<file path="src/rtl/sb_tx_arbiter.sv">
// Sideband TX arbiter: shares the TX FSM between the LTSM requester, the remote-response requester and the start pattern.
// A request seen in IDLE gives o_msg_valid two cycles later; define SB_ARB_TIMEOUT_EN to enable the busy/pattern watchdog.
module sb_tx_arbiter #(
  parameter int MSG_W          = 64,
  parameter int GUARD_CYCLES   = 6,
  parameter int TIMEOUT_CYCLES = 255
) (
  input  logic             i_clk,
  input  logic             i_rst,
  input  logic             i_req0_valid,
  input  logic [MSG_W-1:0] i_req0_msg,
  input  logic             i_req0_has_data,
  output logic             o_req0_done,
  input  logic             i_req1_valid,
  input  logic [MSG_W-1:0] i_req1_msg,
  input  logic             i_req1_has_data,
  output logic             o_req1_done,
  input  logic             i_pattern_req,
  input  logic             i_pattern_done,
  output logic             o_start_pattern_req,
  output logic             o_msg_valid,
  output logic             o_data_valid,
  output logic [MSG_W-1:0] o_msg,
  output logic [1:0]       o_grant,
  output logic             o_timeout_err,
  input  logic             i_tx_busy
);

  localparam int GW = $clog2(GUARD_CYCLES + 1);

  if (GUARD_CYCLES < 1 || TIMEOUT_CYCLES < 1) begin : g_bad_param
    $error("sb_tx_arbiter: GUARD_CYCLES and TIMEOUT_CYCLES must be >= 1");
  end

  typedef enum logic [2:0] {
    S_IDLE, S_PATTERN, S_ISSUE, S_WAIT_BUSY, S_WAIT_DONE, S_GUARD
  } state_t;

  state_t            state_q, state_d;
  logic [1:0]        grant_q, grant_d;
  logic [MSG_W-1:0]  msg_q, msg_d;
  logic              has_data_q, has_data_d;
  logic              last_q, last_d;
  logic              pat_q, pat_d;
  logic              msg_vld_q, msg_vld_d;
  logic              data_vld_q, data_vld_d;
  logic [1:0]        done_q, done_d;
  logic [GW-1:0]     gcnt_q, gcnt_d;
  logic              wd_hit;
  logic              pick1;

  always_comb begin
    state_d    = state_q;
    grant_d    = grant_q;
    msg_d      = msg_q;
    has_data_d = has_data_q;
    last_d     = last_q;
    pat_d      = pat_q;
    gcnt_d     = gcnt_q;
    msg_vld_d  = 1'b0;
    data_vld_d = 1'b0;
    done_d     = 2'b00;
    // last_q=1 means req1 was granted last, so req0 wins the next tie
    pick1      = i_req1_valid && (!i_req0_valid || !last_q);
    case (state_q)
      S_IDLE: begin
        if (i_pattern_req) begin
          pat_d   = 1'b1;
          state_d = S_PATTERN;
        end else if (i_req0_valid || i_req1_valid) begin
          grant_d    = pick1 ? 2'b10 : 2'b01;
          msg_d      = pick1 ? i_req1_msg : i_req0_msg;
          has_data_d = pick1 ? i_req1_has_data : i_req0_has_data;
          last_d     = pick1;
          state_d    = S_ISSUE;
        end
      end
      S_PATTERN: begin
        if (i_pattern_done || wd_hit) begin
          pat_d   = 1'b0;
          gcnt_d  = '0;
          state_d = S_GUARD;
        end
      end
      S_ISSUE: begin
        msg_vld_d  = 1'b1;
        data_vld_d = has_data_q;
        state_d    = S_WAIT_BUSY;
      end
      S_WAIT_BUSY: begin
        if (wd_hit) begin
          done_d  = grant_q;
          grant_d = 2'b00;
          gcnt_d  = '0;
          state_d = S_GUARD;
        end else if (i_tx_busy) begin
          state_d = S_WAIT_DONE;
        end
      end
      S_WAIT_DONE: begin
        if (!i_tx_busy || wd_hit) begin
          done_d  = grant_q;
          grant_d = 2'b00;
          gcnt_d  = '0;
          state_d = S_GUARD;
        end
      end
      S_GUARD: begin
        if (gcnt_q == GW'(GUARD_CYCLES - 1)) state_d = S_IDLE;
        else                                  gcnt_d  = gcnt_q + 1'b1;
      end
      default: state_d = S_IDLE;
    endcase
  end

  always_ff @(posedge i_clk or posedge i_rst) begin
    if (i_rst) begin
      state_q    <= S_IDLE;
      grant_q    <= 2'b00;
      msg_q      <= '0;
      has_data_q <= 1'b0;
      last_q     <= 1'b1;
      pat_q      <= 1'b0;
      msg_vld_q  <= 1'b0;
      data_vld_q <= 1'b0;
      done_q     <= 2'b00;
      gcnt_q     <= '0;
    end else begin
      state_q    <= state_d;
      grant_q    <= grant_d;
      msg_q      <= msg_d;
      has_data_q <= has_data_d;
      last_q     <= last_d;
      pat_q      <= pat_d;
      msg_vld_q  <= msg_vld_d;
      data_vld_q <= data_vld_d;
      done_q     <= done_d;
      gcnt_q     <= gcnt_d;
    end
  end

`ifdef SB_ARB_TIMEOUT_EN
  localparam int TW = $clog2(TIMEOUT_CYCLES + 1);
  logic [TW-1:0] wd_q, wd_d;
  logic          wd_run, tmo_q, tmo_d;

  always_comb begin
    wd_run = (state_q == S_PATTERN) || (state_q == S_WAIT_BUSY) || (state_q == S_WAIT_DONE);
    wd_hit = wd_run && (wd_q == TW'(TIMEOUT_CYCLES - 1));
    wd_d   = '0;
    if (wd_run && !wd_hit) wd_d = wd_q + 1'b1;
    // a normal completion in the expiry cycle wins over the error
    tmo_d  = wd_hit && !((state_q == S_WAIT_DONE) && !i_tx_busy)
                    && !((state_q == S_PATTERN) && i_pattern_done);
  end

  always_ff @(posedge i_clk or posedge i_rst) begin
    if (i_rst) begin
      wd_q  <= '0;
      tmo_q <= 1'b0;
    end else begin
      wd_q  <= wd_d;
      tmo_q <= tmo_d;
    end
  end

  assign o_timeout_err = tmo_q;
`else
  assign wd_hit        = 1'b0;
  assign o_timeout_err = 1'b0;
`endif

  assign o_grant             = grant_q;
  assign o_msg               = msg_q;
  assign o_start_pattern_req = pat_q;
  assign o_msg_valid         = msg_vld_q;
  assign o_data_valid        = data_vld_q;
  assign o_req0_done         = done_q[0];
  assign o_req1_done         = done_q[1];

endmodule

</file>
<file path="config.mk">
export PLATFORM = sky130hd
export DESIGN_NAME = sb_tx_arbiter
export DESIGN_NICKNAME = d
export VERILOG_FILES = /design/src/rtl/sb_tx_arbiter.sv
export SDC_FILE = /design/constraint.sdc
export NUM_CORES = 1
export LEC_CHECK = 0
export CAP_MARGIN = 20
export CORE_AREA = 2 2 133 135
export CTS_CLUSTER_DIAMETER = 50
export CTS_CLUSTER_SIZE = 16
export DETAILED_ROUTE_END_ITERATION = 10
export DIE_AREA = 0 0 135 137
export GPL_TIMING_DRIVEN = 0
export PLACE_DENSITY = 0.57
export RECOVER_POWER = 25
export SETUP_SLACK_MARGIN = 0.4
export SLEW_MARGIN = 10
export SYNTH_ARGS = -nofsm -noshare
export SYNTH_HDL_FRONTEND = slang
export SYNTH_SLANG_ARGS = --single-unit
</file>
<file path="constraint.sdc">
create_clock -name i_clk -period 3.03 [get_ports i_clk]
set_input_delay 0.303 -clock i_clk [delete_from_list [all_inputs] [get_ports i_clk]]
set_output_delay 0.303 -clock i_clk [all_outputs]
set_load 0.02 [all_outputs]
</file>
-- After elaboration in Yosys (flattened, before gate mapping)
Index checks and enable logic that the tools add are counted.
- bits in registers: 79
- bits in latches: 0
- memory bits (writable): 0
- output and inout bits: 72
- logic and storage cells: 66
- bits in read-only memories: 0
- input port bits: 137
- memories: 0
- $mul: 0
- div/mod/pow operators: 0
- reductions and logical operators: 14
- shifts and indexed selects: 0
- add/subtract/negate cells: 1
- eq/ne operators: 15
- magnitude comparators: 0
- bitwise gates (word level): 1
- muxes and demuxes: 25
- operator list (cell ; number):
    64-bit two-way mux ; 1
    3-bit two-way mux ; 9
    3-bit case mux with 6 select lines ; 1
    2-bit inequality test, second input constant ; 8
    2-bit two-way mux ; 6
    3-bit equality test, second input constant ; 3
    3-bit case mux with 3 select lines ; 1
    4-bit AND reduction ; 2
    3-bit by 2-bit equality test with 1-bit output, second input constant ; 2
    3-bit AND reduction ; 2
    1-bit two-way mux ; 5
    5-bit AND reduction ; 1
    2-bit case mux with 2 select lines ; 1
    2-bit nonzero test ; 2
    3-bit by 1-bit adder with 3-bit output, second input constant ; 1
    3-bit by 1-bit equality test with 1-bit output, second input constant ; 1
    3-bit logical NOT ; 1
    3-bit inequality test, second input constant ; 1
    3-bit nonzero test ; 1
    1-bit logical NOT ; 2
    1-bit logical OR ; 2
    1-bit case mux with 2 select lines ; 1
    1-bit logical AND ; 1
    1-bit NOT ; 1

-- Depth between registers and ports, before layout
Gate-level depths: netlist of run 1.
- depth after elaboration: 7
- gate-level depth with buffers: 6
- depth with buffers taken out: 5

-- Worst setup path before layout of run 1
No wires, ideal clock.
- path kind: register -> register
- start point: register last_q
- end point: register msg_q[0] (netlist: o_msg[0])
- path slack: 1400 ps
- required time: 2905 ps
- arrival time: 1505 ps
- buffers on the path: 1
- setup time: 125 ps
- cell stages (with the launch flop): 5
- period minus slack after synthesis: 1630 ps
- cells stage by stage: dfstp_2 -> a21boi_2 -> buf_1 -> mux2_2 -> mux2_4
- word-level cells in the longest chain between the ends: 4
- ends and longest elaborated chain (item ; RTL line ; text):
    from (decl) ; 43 ; logic last_q, last_d;
    from (signal assigned) ; 133 ; last_q <= last_d;
    1-bit logical NOT ; 64 ; pick1 = i_req1_valid && (!i_req0_valid || !last_q);
    1-bit logical OR ; 64 ;
    1-bit logical AND ; 64 ;
    64-bit two-way mux ; 72 ; msg_d = pick1 ? i_req1_msg : i_req0_msg;
    to (signal assigned) ; 131 ; msg_q <= msg_d;
    to (decl) ; 41 ; logic [MSG_W-1:0] msg_q, msg_d;
Every way passes these cells.
A chain may end at the register's enable or synchronous reset.

-- Worst setup path in the final report of run 1
- start point: input i_req1_valid
- end point: register msg_q[59] (netlist: o_msg[59])
- word-level cells in the longest chain between the ends: 2
- elaborated cells on any way between the ends: 4
- classes of those cells: mux: 1; reduce/logical: 3
- ends and longest elaborated chain (item ; RTL line ; text):
    from (decl) ; 14 ; input logic i_req1_valid,
    1-bit logical OR or 1-bit logical AND (tied branches) ; 70, 64 ;
    3-bit AND reduction (no source line) or 64-bit two-way mux (tied branches) ; n/a ;
Several ways; a longest one is shown, not always the timed one.

==> results of run 1 <==
-- stage by stage --
stage / setup slack [ns] / util / total power, mW / cell area, um2 / setup TNS, ns
after global routing: 0.728 / 0.392 / 5.13 / 6690 / 0
after floorplan: 0.705 / - / 2.86 / 4040 / 0
after CTS: 0.784 / 0.392 / 4.93 / 6690 / 0
after global placement: -0.697 / 0.375 / 3.87 / 6390 / -53.88
final: 0.841 / 0.392 / 4.85 / 6690 / 0
after detailed placement: 0.424 / 0.376 / 3.90 / 6410 / 0
-- cell type report --
| type | count | area (um2) | share of cell area |
|---|---|---|---|
| repair buffers | 208 | 2090 | 0.313 |
| flip-flops and latches | 79 | 1980 | 0.296 |
| multi-input cells | 179 | 1920 | 0.288 |
| well taps | 225 | 282 | 0.0421 |
| clock buffers | 9 | 225 | 0.0337 |
| plain buffers | 20 | 129 | 0.0193 |
| clock inverters | 7 | 50.0 | 0.00748 |
| inverters | 2 | 8.76 | 0.00131 |
-- placed cells by master (no fill, tap or decap), types with 3 or more instances in the layout --
| master | count |
|---|---|
| a21oi_1 | 4 |
| o21ai_0 | 3 |
| nand3b_1 | 4 |
| clkbuf_16 | 9 |
| mux2_1 | 4 |
| clkbuf_1 | 3 |
| mux2_2 | 98 |
| mux2i_1 | 3 |
| mux2_4 | 29 |
| dfrtp_1 | 78 |
| buf_2 | 8 |
| nand2b_1 | 4 |
| buf_6 | 5 |
| nand2_1 | 4 |
| clkdlybuf4s50_1 | 206 |
| clkinvlp_4 | 3 |
-- path summary, 6_finish.rpt --
path                       depth (start not counted)         start           end  slack, ns
max                                                5  i_req1_valid     o_msg[59]       0.84
min                                                1    has_data_q  o_data_valid       0.49
max reg2reg                                        4        last_q     o_msg[59]       0.95
min reg2reg                                        1    has_data_q  o_data_valid       0.49
max in group asynchronous                          3         i_rst      o_msg[6]       1.31
min in group asynchronous                          2         i_rst     o_msg[47]       0.85
-- per-layer routing --
metal | share of wire | routed length [um] | GRT usage
met5 | 0 | 0 | 0
met4 | 0.014 | 150 | 0.0422
met3 | 0.10 | 1090 | 0.0422
met2 | 0.46 | 5040 | 0.192
met1 | 0.42 | 4590 | 0.137
-- report_power, final --
part           switching, mW  internal, mW  total (mW)  leakage, nW
Sequential             0.196          1.42        1.62         1.02
Combinational          0.962          1.28        2.24         1.64
Clock                  0.441         0.554       0.995        0.127
-- critical path, cell delays in order --
cell and delay (ns):
clkdlybuf4s50_1 0.48, a21boi_2 0.36, buf_1 0.56, mux2_2 0.44
mux2_4 0.26
-- kinds of logic after synthesis --
group,after synthesis,share of synthesized area
compound gates,18,0.0335
buf+inv,22,0.0338
mux,134,0.400
other cells,1,0.000928
flops,79,0.490
fa+ha+maj,2,0.00619
simple gates,24,0.0362
-- state kept, by name (all words and copies together) (netlist names) --
| register | flops |
|---|---|
| o_msg | 64 |
| gcnt_q | 3 |
| state_q | 3 |
| done_q | 2 |
| o_grant | 2 |
| has_data_q | 1 |
| last_q | 1 |
| o_data_valid | 1 |
| o_msg_valid | 1 |
| o_start_pattern_req | 1 |
==> metrics.md, run 1 <==
| Metric | Value |
|---|---|
| Status | finished with violations |
| Failing checks | capacitance limit, slew limit |
| Req. time, crit path | 3.25 ns |
| CTS resizes | 0 |
| CTS buffer count | 9 |
| Net Count, Synth | 419 |
| Final Non-Filler Cells | 729 |
| Starting DRT DRC Count | 54 |
| Insertion delay to the later sink of the worst-skew pair | 0.33 ns |
| Final #Nets | 638 |
| Final Cycle Share | 0.722 |
| CP Launch Type | primary input |
| Register area share after synthesis | 0.490 |
| DRC errors left | 0 |
| Die height | 137 um |
| Min-delay worst type | flop to flop |
| Slew margin rel. | -0.184 |
| Register bit total from synthesis | 79 |
| Cell taking the most area after synthesis | dfrtp_1 |
| Total GRT Usage | 0.115 |
| Syn Inst Count | 280 |
| Main area contributors after synthesis | dfrtp_1 48%, mux2_2 27%, mux2_4 11%, buf_6 1.4%, mux2_1 1.1% |
| Die Wd | 135 um |
| CTS sink cnt | 79 |
| Max cap viols | 1 |
| First-pass GRT wire length | 16500 um |
| Largest net degree at the start of global routing | 42 |
| Hold_ws | 0.486 ns |
| Mapped Area | 4040 um2 |
| Initial antenna violation count | 0 |
| Initial Util | 0.237 |
| Top cell type's share of synthesized area | 0.483 |
| GP Congestion | 0.745 |
| Dpl cells | 713 |
| Peak supply drop | 0.000368 V |
| CTS root buffer | clkbuf_16 |
| Final count of hold timing violations | 0 |
| Min Tclk post-route | 2.19 ns |
| Core ar. | 17100 um2 |
| Synth Area per Inst | 14.4 um2 |
| Cell with the most instances after synthesis | mux2_2 |
| Ys Warns | 0 |
| Die area | 18500 um2 |
| Synth cell count leaders | 98 x mux2_2, 78 x dfrtp_1, 29 x mux2_4, 8 x buf_2, 5 x buf_6 |
| Final setup fails | 0 |
| CTS clk-pin slew, worst paths | 0.06 ns |
| CP max FO | 10 |
| Tightest Pin Transition | 1.77 ns |
| ANT nets after route | 0 |
| DR vias/cell | 4.20 |
| FMAX | 457 MHz |
| Setup Fix Bufs, Post-CTS | 0 |
| Vias | 3060 |
| Io pins | 209 |
| Clock skew | 0.00823 ns |
| Synth unique cells | 38 |
| Gr ovfl total | 0 |
| Pleak | 2.79 nW |
| Critical path class | primary input to flop |
| Main synth FF type | dfrtp_1 |
| Ant. Diodes | 0 |
| Row count | 48 |
| Post-CTS Hold Buffers | 0 |
| Vias in the first global route | 3204 |
| Hpwl dp | 8400 um |
| Max-slew violation total from the final report | 39 |
| Ys async rst share | 1.00 |
| TritonRoute pass-1 iters | 4 |
| RSZ-0062 raised after global routing | false |
| EDFF count, synth | 0 |
| Port buffer count | 207 |
| Per-cell routed wire length | 14.9 um |
| CTS tree | done |
| Clock Path Buffers | 2 |
| Critical path endpoint category | flop |
| CTS H-tree lvls | 3 |
| Worst EP arrival | 2.41 ns |
| Layout area overhead | 65.6% |
| Pwr dens | 725 nW/um2 |
| Final WL | 10900 um |
| Filler cell count | 1658 |
| Share of cells above drive strength 1 | 0.323 |
Power figures use the tool's default switching activity.
==> inputs of run 2 (changes only) <==
--- a/config.mk
+++ b/config.mk
@@ -12,7 +12,7 @@
 export DETAILED_ROUTE_END_ITERATION = 10
 export DIE_AREA = 0 0 135 137
 export GPL_TIMING_DRIVEN = 0
-export PLACE_DENSITY = 0.57
+export PLACE_DENSITY = 0.59
 export RECOVER_POWER = 25
 export SETUP_SLACK_MARGIN = 0.4
 export SLEW_MARGIN = 10
==> constraint.sdc (replaced) <==
create_clock -name i_clk -period 1.9 [get_ports i_clk]
set_input_delay 0.19 -clock i_clk [delete_from_list [all_inputs] [get_ports i_clk]]
set_output_delay 0.19 -clock i_clk [all_outputs]
set_load 0.02 [all_outputs]
==> run 2 against run 1 <==
Net effect: the run now ends clean; worst setup slack got worse by 0.64 ns; sequential power grew 59%; worst hold slack got worse by 0.24 ns; sequential cell count stayed put; design area is 7.2% higher; wire length up 9.8%; combinational power increased by 67%; register-to-register slack lost 0.75 ns.
==> metrics.md, run 2 (synthesized netlist as in run 1, its figures left out) <==
| Metric | Value |
|---|---|
| Pwr dens | 1100 nW/um2 (+51%) |
| Req. time, crit path | 2.11 ns (-1.14 ns) |
| CTS buffer count | 9 (unchanged) |
| CP endpoint | o_msg[13] |
| Final Cycle Share | 0.894 |
| Flop-to-flop setup slack | 0.20 ns (-0.75 ns) |
| Die height | 137 um (unchanged) |
| Die Wd | 135 um (unchanged) |
| Starting DRT DRC Count | 61 (+13%) |
| Peak supply drop | 0.000419 V (+14%) |
| Final Util | 0.421 (+0.0284) |
| DR vias/cell | 4.28 (+1.9%) |
| Sequential cell area | 1980 um2 (about the same) |
| Top cell by count, worst path | mux2_2 |
| Reg-to-Reg Start | last_q |
| Tightest Pin Transition | 0.555 ns (-1.21 ns) |
| Initial Util | 0.237 (unchanged) |
| Io pins | 209 (unchanged) |
| GP Congestion | 0.714 (-4.1%) |
| Slowest Stage Delay on Critical Path | 0.55 ns (about the same) |
| Max FFs per register | 64 (unchanged) |
| Total GRT Usage | 0.127 (+0.0116) |
| RSZ-0062 raised after global routing | true |
| Critical path buffers and inverters | 3 (+1) |
| Layout area overhead | 77.6% |
| Design Area, Final | 7170 um2 (+7.2%) |
| Crit path depth | 6 (+1) |
| Min Tclk post-route | 1.70 ns |
| Core ar. | 17100 um2 (unchanged) |
| Row count | 48 (unchanged) |
| Ant. Diodes | 0 (unchanged) |
| Critical Path Source | last_q |
| Gr ovfl total | 0 (unchanged) |
| Design Power | 7.87 mW (+62%) |
| Final setup fails | 0 (unchanged) |
| Pleak | 3.49 nW (+25%) |
| Final WL | 11900 um (+9.8%) |
| Vias | 3205 (+4.7%) |
| First-pass GRT wire length | 18000 um (+9.5%) |
| Filler cell count | 1619 (-2.4%) |
| CP Launch Type | flop |
| Clock Path Buffers | 2 (unchanged) |
| DRC errors left | 0 (unchanged) |
| Max-slew violation total from the final report | 0 (-100%) |
| Share of cells above drive strength 1 | 0.368 (+0.0449) |
| Clock skew | 0.00795 ns (-0.000276 ns) |
| Insertion delay to the later sink of the worst-skew pair | 0.33 ns (about the same) |
| TritonRoute pass-1 iters | 4 (unchanged) |
| Cells on worst reg2reg path | 6 (+2) |
| Min-delay worst type | primary input to flop |
| ANT nets after route | 0 (unchanged) |
| Capturing point of the worst reg2reg path | o_msg[13] |
| Max cap viols | 0 (-1) |
| Slowest cell on crit path | dfstp_2 |
| Worst-path cell chain | a21boi_4 > buf_12 > buf_4 > clkbuf_16 > mux2_2 > mux2_2 |
| CTS root buffer | clkbuf_16 |
| Critical path endpoint category | flop |
| Most common cell after layout, fill and taps aside | clkdlybuf4s50_1 |
| Die area | 18500 um2 (unchanged) |
| Slew margin rel. | 0.628 (+0.812) |
| Multi-input gate area | 2010 um2 (+4.6%) |
| Per-cell routed wire length | 15.9 um (+6.9%) |
| FMAX | 589 MHz |
| Post-DP Area | 6450 um2 (+0.59%) |
| Final #Nets | 659 (+3.3%) |
| Largest delay share family, worst path | flip-flops |
| Initial antenna violation count | 0 (unchanged) |
| Post-CTS Hold Buffers | 0 (unchanged) |
| CTS H-tree lvls | 3 (unchanged) |
| Setup TNS | 0 ns (unchanged) |
| Pre-CTS setup slack | -0.429 ns (-0.852 ns) |
| CTS tree | done |
| Port buffer count | 207 (unchanged) |
| CTS clk-pin slew, worst paths | 0.06 ns (about the same) |
| Final Non-Filler Cells | 749 (+2.7%) |
| Status | finished, final reports clean |
| Vias in the first global route | 3450 (+7.7%) |
| Commonest non-fill, non-tap cells in the layout | 136 x clkdlybuf4s50_1, 85 x mux2_2, 77 x dfrtp_1 |
| Largest net degree at the start of global routing | 37 (-12%) |
| Critical path class | flop to flop |
| Worst EP arrival | 1.91 ns (-0.50 ns) |
| CTS sink cnt | 79 (unchanged) |
| Hpwl dp | 8900 um (+6.0%) |
| Dpl cells | 714 (+0.14%) |
| Final count of hold timing violations | 0 (unchanged) |
| Hold_ws | 0.250 ns (-0.237 ns) |
| CP max FO | 5 (-5) |
| Final WS setup | 0.202 ns (-0.640 ns) |
## run 2: per-layer routing
metal	global-route usage	wire length, um	up-vias
met5	0	0	-
met4	0.0503	242	0
met3	0.0252	668	17
met2	0.230	6150	108
met1	0.148	4860	1590
li1	-	-	1490
## run 2: how the worst min path moves through the flow
| stage | startpoint | to | cells after the start |
|---|---|---|---|
| 2_1_floorplan | i_pattern_done | o_start_pattern_req | 2 |
| 3_3_place_gp | o_msg[40] | o_msg[40] | 1 |
| 3_5_place_dp | o_msg[2] | o_msg[2] | 1 |
| 4_1_cts | i_rst | done_q[0] | 2 |
| 5_1_grt | i_pattern_req | o_start_pattern_req | 3 |
| 6_report | i_pattern_req | o_start_pattern_req | 3 |
## run 2: worst min-delay path, delay by kind of cell
family                 cells  cell delay, ns
AOI/OAI and AO/OA          2            0.22
buffers and inverters      1            0.13
## run 2: area by class of cell
class / instances / share of cell area
clock inverters: 4 / 0.00314
multi-input cells: 179 / 0.281
plain buffers: 20 / 0.0379
clock buffers: 11 / 0.0338
flip-flops and latches: 79 / 0.276
well taps: 225 / 0.0392
repair buffers: 229 / 0.328
inverters: 2 / 0.00122
## run 2: repair_timing
action	CTS	global route
setup buffers	13	3
cloned	1	3
endpoints found under the setup margin	115	90
pin swaps	1	2
gates resized for setup	92	46
## run 2: power by group
group          switching [mW]  internal [mW]  leakage [nW]
registers               0.308           2.27          1.02
logic                    1.64           2.09          2.34
clock network           0.654          0.906         0.131
==> inputs of run 3 (changes only) <==
--- a/config.mk
+++ b/config.mk
@@ -12,7 +12,7 @@
 export DETAILED_ROUTE_END_ITERATION = 10
 export DIE_AREA = 0 0 135 137
 export GPL_TIMING_DRIVEN = 0
-export PLACE_DENSITY = 0.59
+export PLACE_DENSITY = 0.57
 export RECOVER_POWER = 25
 export SETUP_SLACK_MARGIN = 0.4
 export SLEW_MARGIN = 10
==> constraint.sdc (replaced) <==
create_clock -name i_clk -period 2.05 [get_ports i_clk]
set_input_delay 0.205 -clock i_clk [delete_from_list [all_inputs] [get_ports i_clk]]
set_output_delay 0.205 -clock i_clk [all_outputs]
set_load 0.02 [all_outputs]
==> run 3 against run 2 <==
Net effect: wire length is 6.7% lower; design area decreased by 1.8%; largest power group unchanged; first-iteration DRC count decreased by 15%; via count is 3.7% lower.
==> metrics.md, run 3 (synthesized netlist as in run 1, its figures left out) <==
| Metric | Value |
|---|---|
| Min-delay worst type | primary input to flop |
| Vias in the first global route | 3423 (-0.78%) |
| FMAX | 616 MHz (+4.6%) |
| Slowest cell on crit path | dfrtp_2 |
| Max FFs per register | 64 (unchanged) |
| Final count of hold timing violations | 0 (unchanged) |
| CP endpoint | o_msg[58] |
| CTS sink cnt | 79 (unchanged) |
| CTS buffer count | 9 (unchanged) |
| Critical path buffers and inverters | 3 (unchanged) |
| Post-CTS Hold Buffers | 0 (unchanged) |
| Tightest Pin Transition | 0.893 ns (+0.338 ns) |
| Initial Util | 0.237 (unchanged) |
| Worst EP arrival | 1.84 ns (-0.07 ns) |
| Cells on worst reg2reg path | 6 (unchanged) |
| RSZ-0062 raised after global routing | true |
| Initial antenna violation count | 0 (unchanged) |
| Share of cells above drive strength 1 | 0.345 (-0.0233) |
| Layout area overhead | 74.5% |
| CTS clk-pin slew, worst paths | 0.06 ns (about the same) |
| Final #Nets | 648 (-1.7%) |
| Slew margin rel. | 0.404 (-0.224) |
| Clock Path Buffers | 2 (unchanged) |
| Die area | 18500 um2 (unchanged) |
| Pwr dens | 1110 nW/um2 (+1.2%) |
| DRC errors left | 0 (unchanged) |
| CTS tree | done |
| Die height | 137 um (unchanged) |
| Largest delay share family, worst path | buffers and inverters |
| Gr ovfl total | 0 (unchanged) |
| Status | finished, final reports clean |
| Die Wd | 135 um (unchanged) |
| Critical Path Source | state_q[1] |
| Starting DRT DRC Count | 52 (-15%) |
| Dpl cells | 714 (unchanged) |
| Core ar. | 17100 um2 (unchanged) |
| Crit path depth | 6 (unchanged) |
| Pleak | 2.98 nW (-15%) |
| Most common cell after layout, fill and taps aside | clkdlybuf4s50_1 |
| CP Launch Type | flop |
| Min Tclk post-route | 1.62 ns (-0.0745 ns) |
| Peak supply drop | 0.000512 V (+22%) |
| Capturing point of the worst reg2reg path | o_msg[58] |
| Hpwl dp | 8370 um (-6.0%) |
| Total GRT Usage | 0.122 (-0.00550) |
| Row count | 48 (unchanged) |
| Clock skew | 0.00962 ns (+0.00167 ns) |
| DR vias/cell | 4.18 (-2.2%) |
| Port buffer count | 207 (unchanged) |
| ANT nets after route | 0 (unchanged) |
| TritonRoute pass-1 iters | 4 (unchanged) |
| Final WL | 11100 um (-6.7%) |
| Hold_ws | 0.262 ns (+0.0123 ns) |
| CP max FO | 10 (+5) |
| Top cell by count, worst path | buf_12 |
| Flop-to-flop setup slack | 0.43 ns (+0.22 ns) |
| Final Cycle Share | 0.792 (-0.102) |
| Critical path class | flop to flop |
| Vias | 3088 (-3.7%) |
| Io pins | 209 (unchanged) |
| Per-cell routed wire length | 15.1 um (-5.3%) |
| Insertion delay to the later sink of the worst-skew pair | 0.34 ns (about the same) |
| Largest net degree at the start of global routing | 37 (unchanged) |
| Final Util | 0.413 (-0.00741) |
| Critical path endpoint category | flop |
| CTS root buffer | clkbuf_16 |
| GP Congestion | 0.756 (+5.9%) |
| Max cap viols | 0 (unchanged) |
| CTS H-tree lvls | 3 (unchanged) |
| Max-slew violation total from the final report | 0 (unchanged) |
| Final setup fails | 0 (unchanged) |
| First-pass GRT wire length | 17500 um (-2.7%) |
| Worst-path cell chain | nor2_4 > and3b_1 > buf_8 > buf_12 > buf_12 > mux2_4 |
| Ant. Diodes | 0 (unchanged) |
| Reg-to-Reg Start | state_q[1] |
| Commonest non-fill, non-tap cells in the layout | 203 x clkdlybuf4s50_1, 98 x mux2_2, 77 x dfrtp_1 |
| Final Non-Filler Cells | 738 (-1.5%) |
| Slowest Stage Delay on Critical Path | 0.42 ns (-0.13 ns) |
| Setup TNS | 0 ns (unchanged) |
| Req. time, crit path | 2.27 ns (+0.16 ns) |
[run 3: cell types whose count changed in the layout (fill, tap and decap cells not counted), sizes merged]
cell,previous run,this run
clkdlybuf4s50,136,203
dlygate4sd2,49,0
dlymetal6s2s,21,3
buf,34,25
bufinv,0,4
clkbuf,19,15
clkinv,3,2
clkinvlp,2,1
[run 3: final cells by class]
| class | count | area, um2 |
|---|---|---|
| Fill cell | 1598 | 10000 |
| Timing Repair Buffer | 218 | 2230 |
| Sequential cell | 79 | 1980 |
| Multi-Input combinational cell | 179 | 1950 |
| Tap cell | 225 | 282 |
| Buffer | 20 | 240 |
| Clock buffer | 9 | 225 |
| Clock inverter | 6 | 134 |
| Inverter | 2 | 8.76 |
[run 3: tightest hold or removal path: stages]
cell            delay (ns)
dlymetal6s2s_1        0.14
a21oi_1               0.08
o2bb2ai_1             0.13
[run 3: per-stage QoR]
step           cell area (um2)  total power [mW]  worst slack, ns
5_1_grt                   7050              8.25            0.209
3_3_place_gp              6400              5.72           -0.399
6_report                  7050              7.82            0.426
4_1_cts                   6980              7.89            0.378
3_5_place_dp              6440              5.77           -0.406
2_1_floorplan             4040              4.23            0.420
[run 3: timing repair]
| action | 4_1_cts | 5_1_grt |
|---|---|---|
| setup endpoints to repair | 67 | 66 |
| buffers inserted | 3 | 4 |
| resized for setup | 32 | 14 |
| gates cloned | 1 | 1 |
| pin swaps | 1 | 3 |
| endpoints found under the hold margin | 0 | 0 |
[run 3: how the worst min path moves through the flow]
stage / from / end / slack (ns) / depth (start not counted)
floorplan: i_pattern_done / o_start_pattern_req / 0.37 / 2
global route: i_rst / o_msg[14] / 0.32 / 2
detailed placement: o_msg[53] / o_msg[53] / 0.49 / 1
finish: i_pattern_req / o_start_pattern_req / 0.26 / 3
global placement: has_data_q / o_data_valid / 0.48 / 1
CTS: i_rst / o_data_valid / 0.15 / 2
[run 3: routing by layer]
metal / vias up / global-route usage / wire length (um)
li1: 1468 / - / -
met1: 1469 / 0.140 / 4570
met2: 132 / 0.206 / 5260
met3: 19 / 0.0393 / 1030
met4: 0 / 0.0567 / 272
met5: - / 0 / 0
[run 3: power by group]
part | leakage (nW) | switching [mW] | internal [mW]
clock | 0.175 | 0.626 | 1.31
combinational | 1.78 | 1.46 | 2.03
sequential | 1.02 | 0.298 | 2.10
total | 2.98 | 2.38 | 5.43
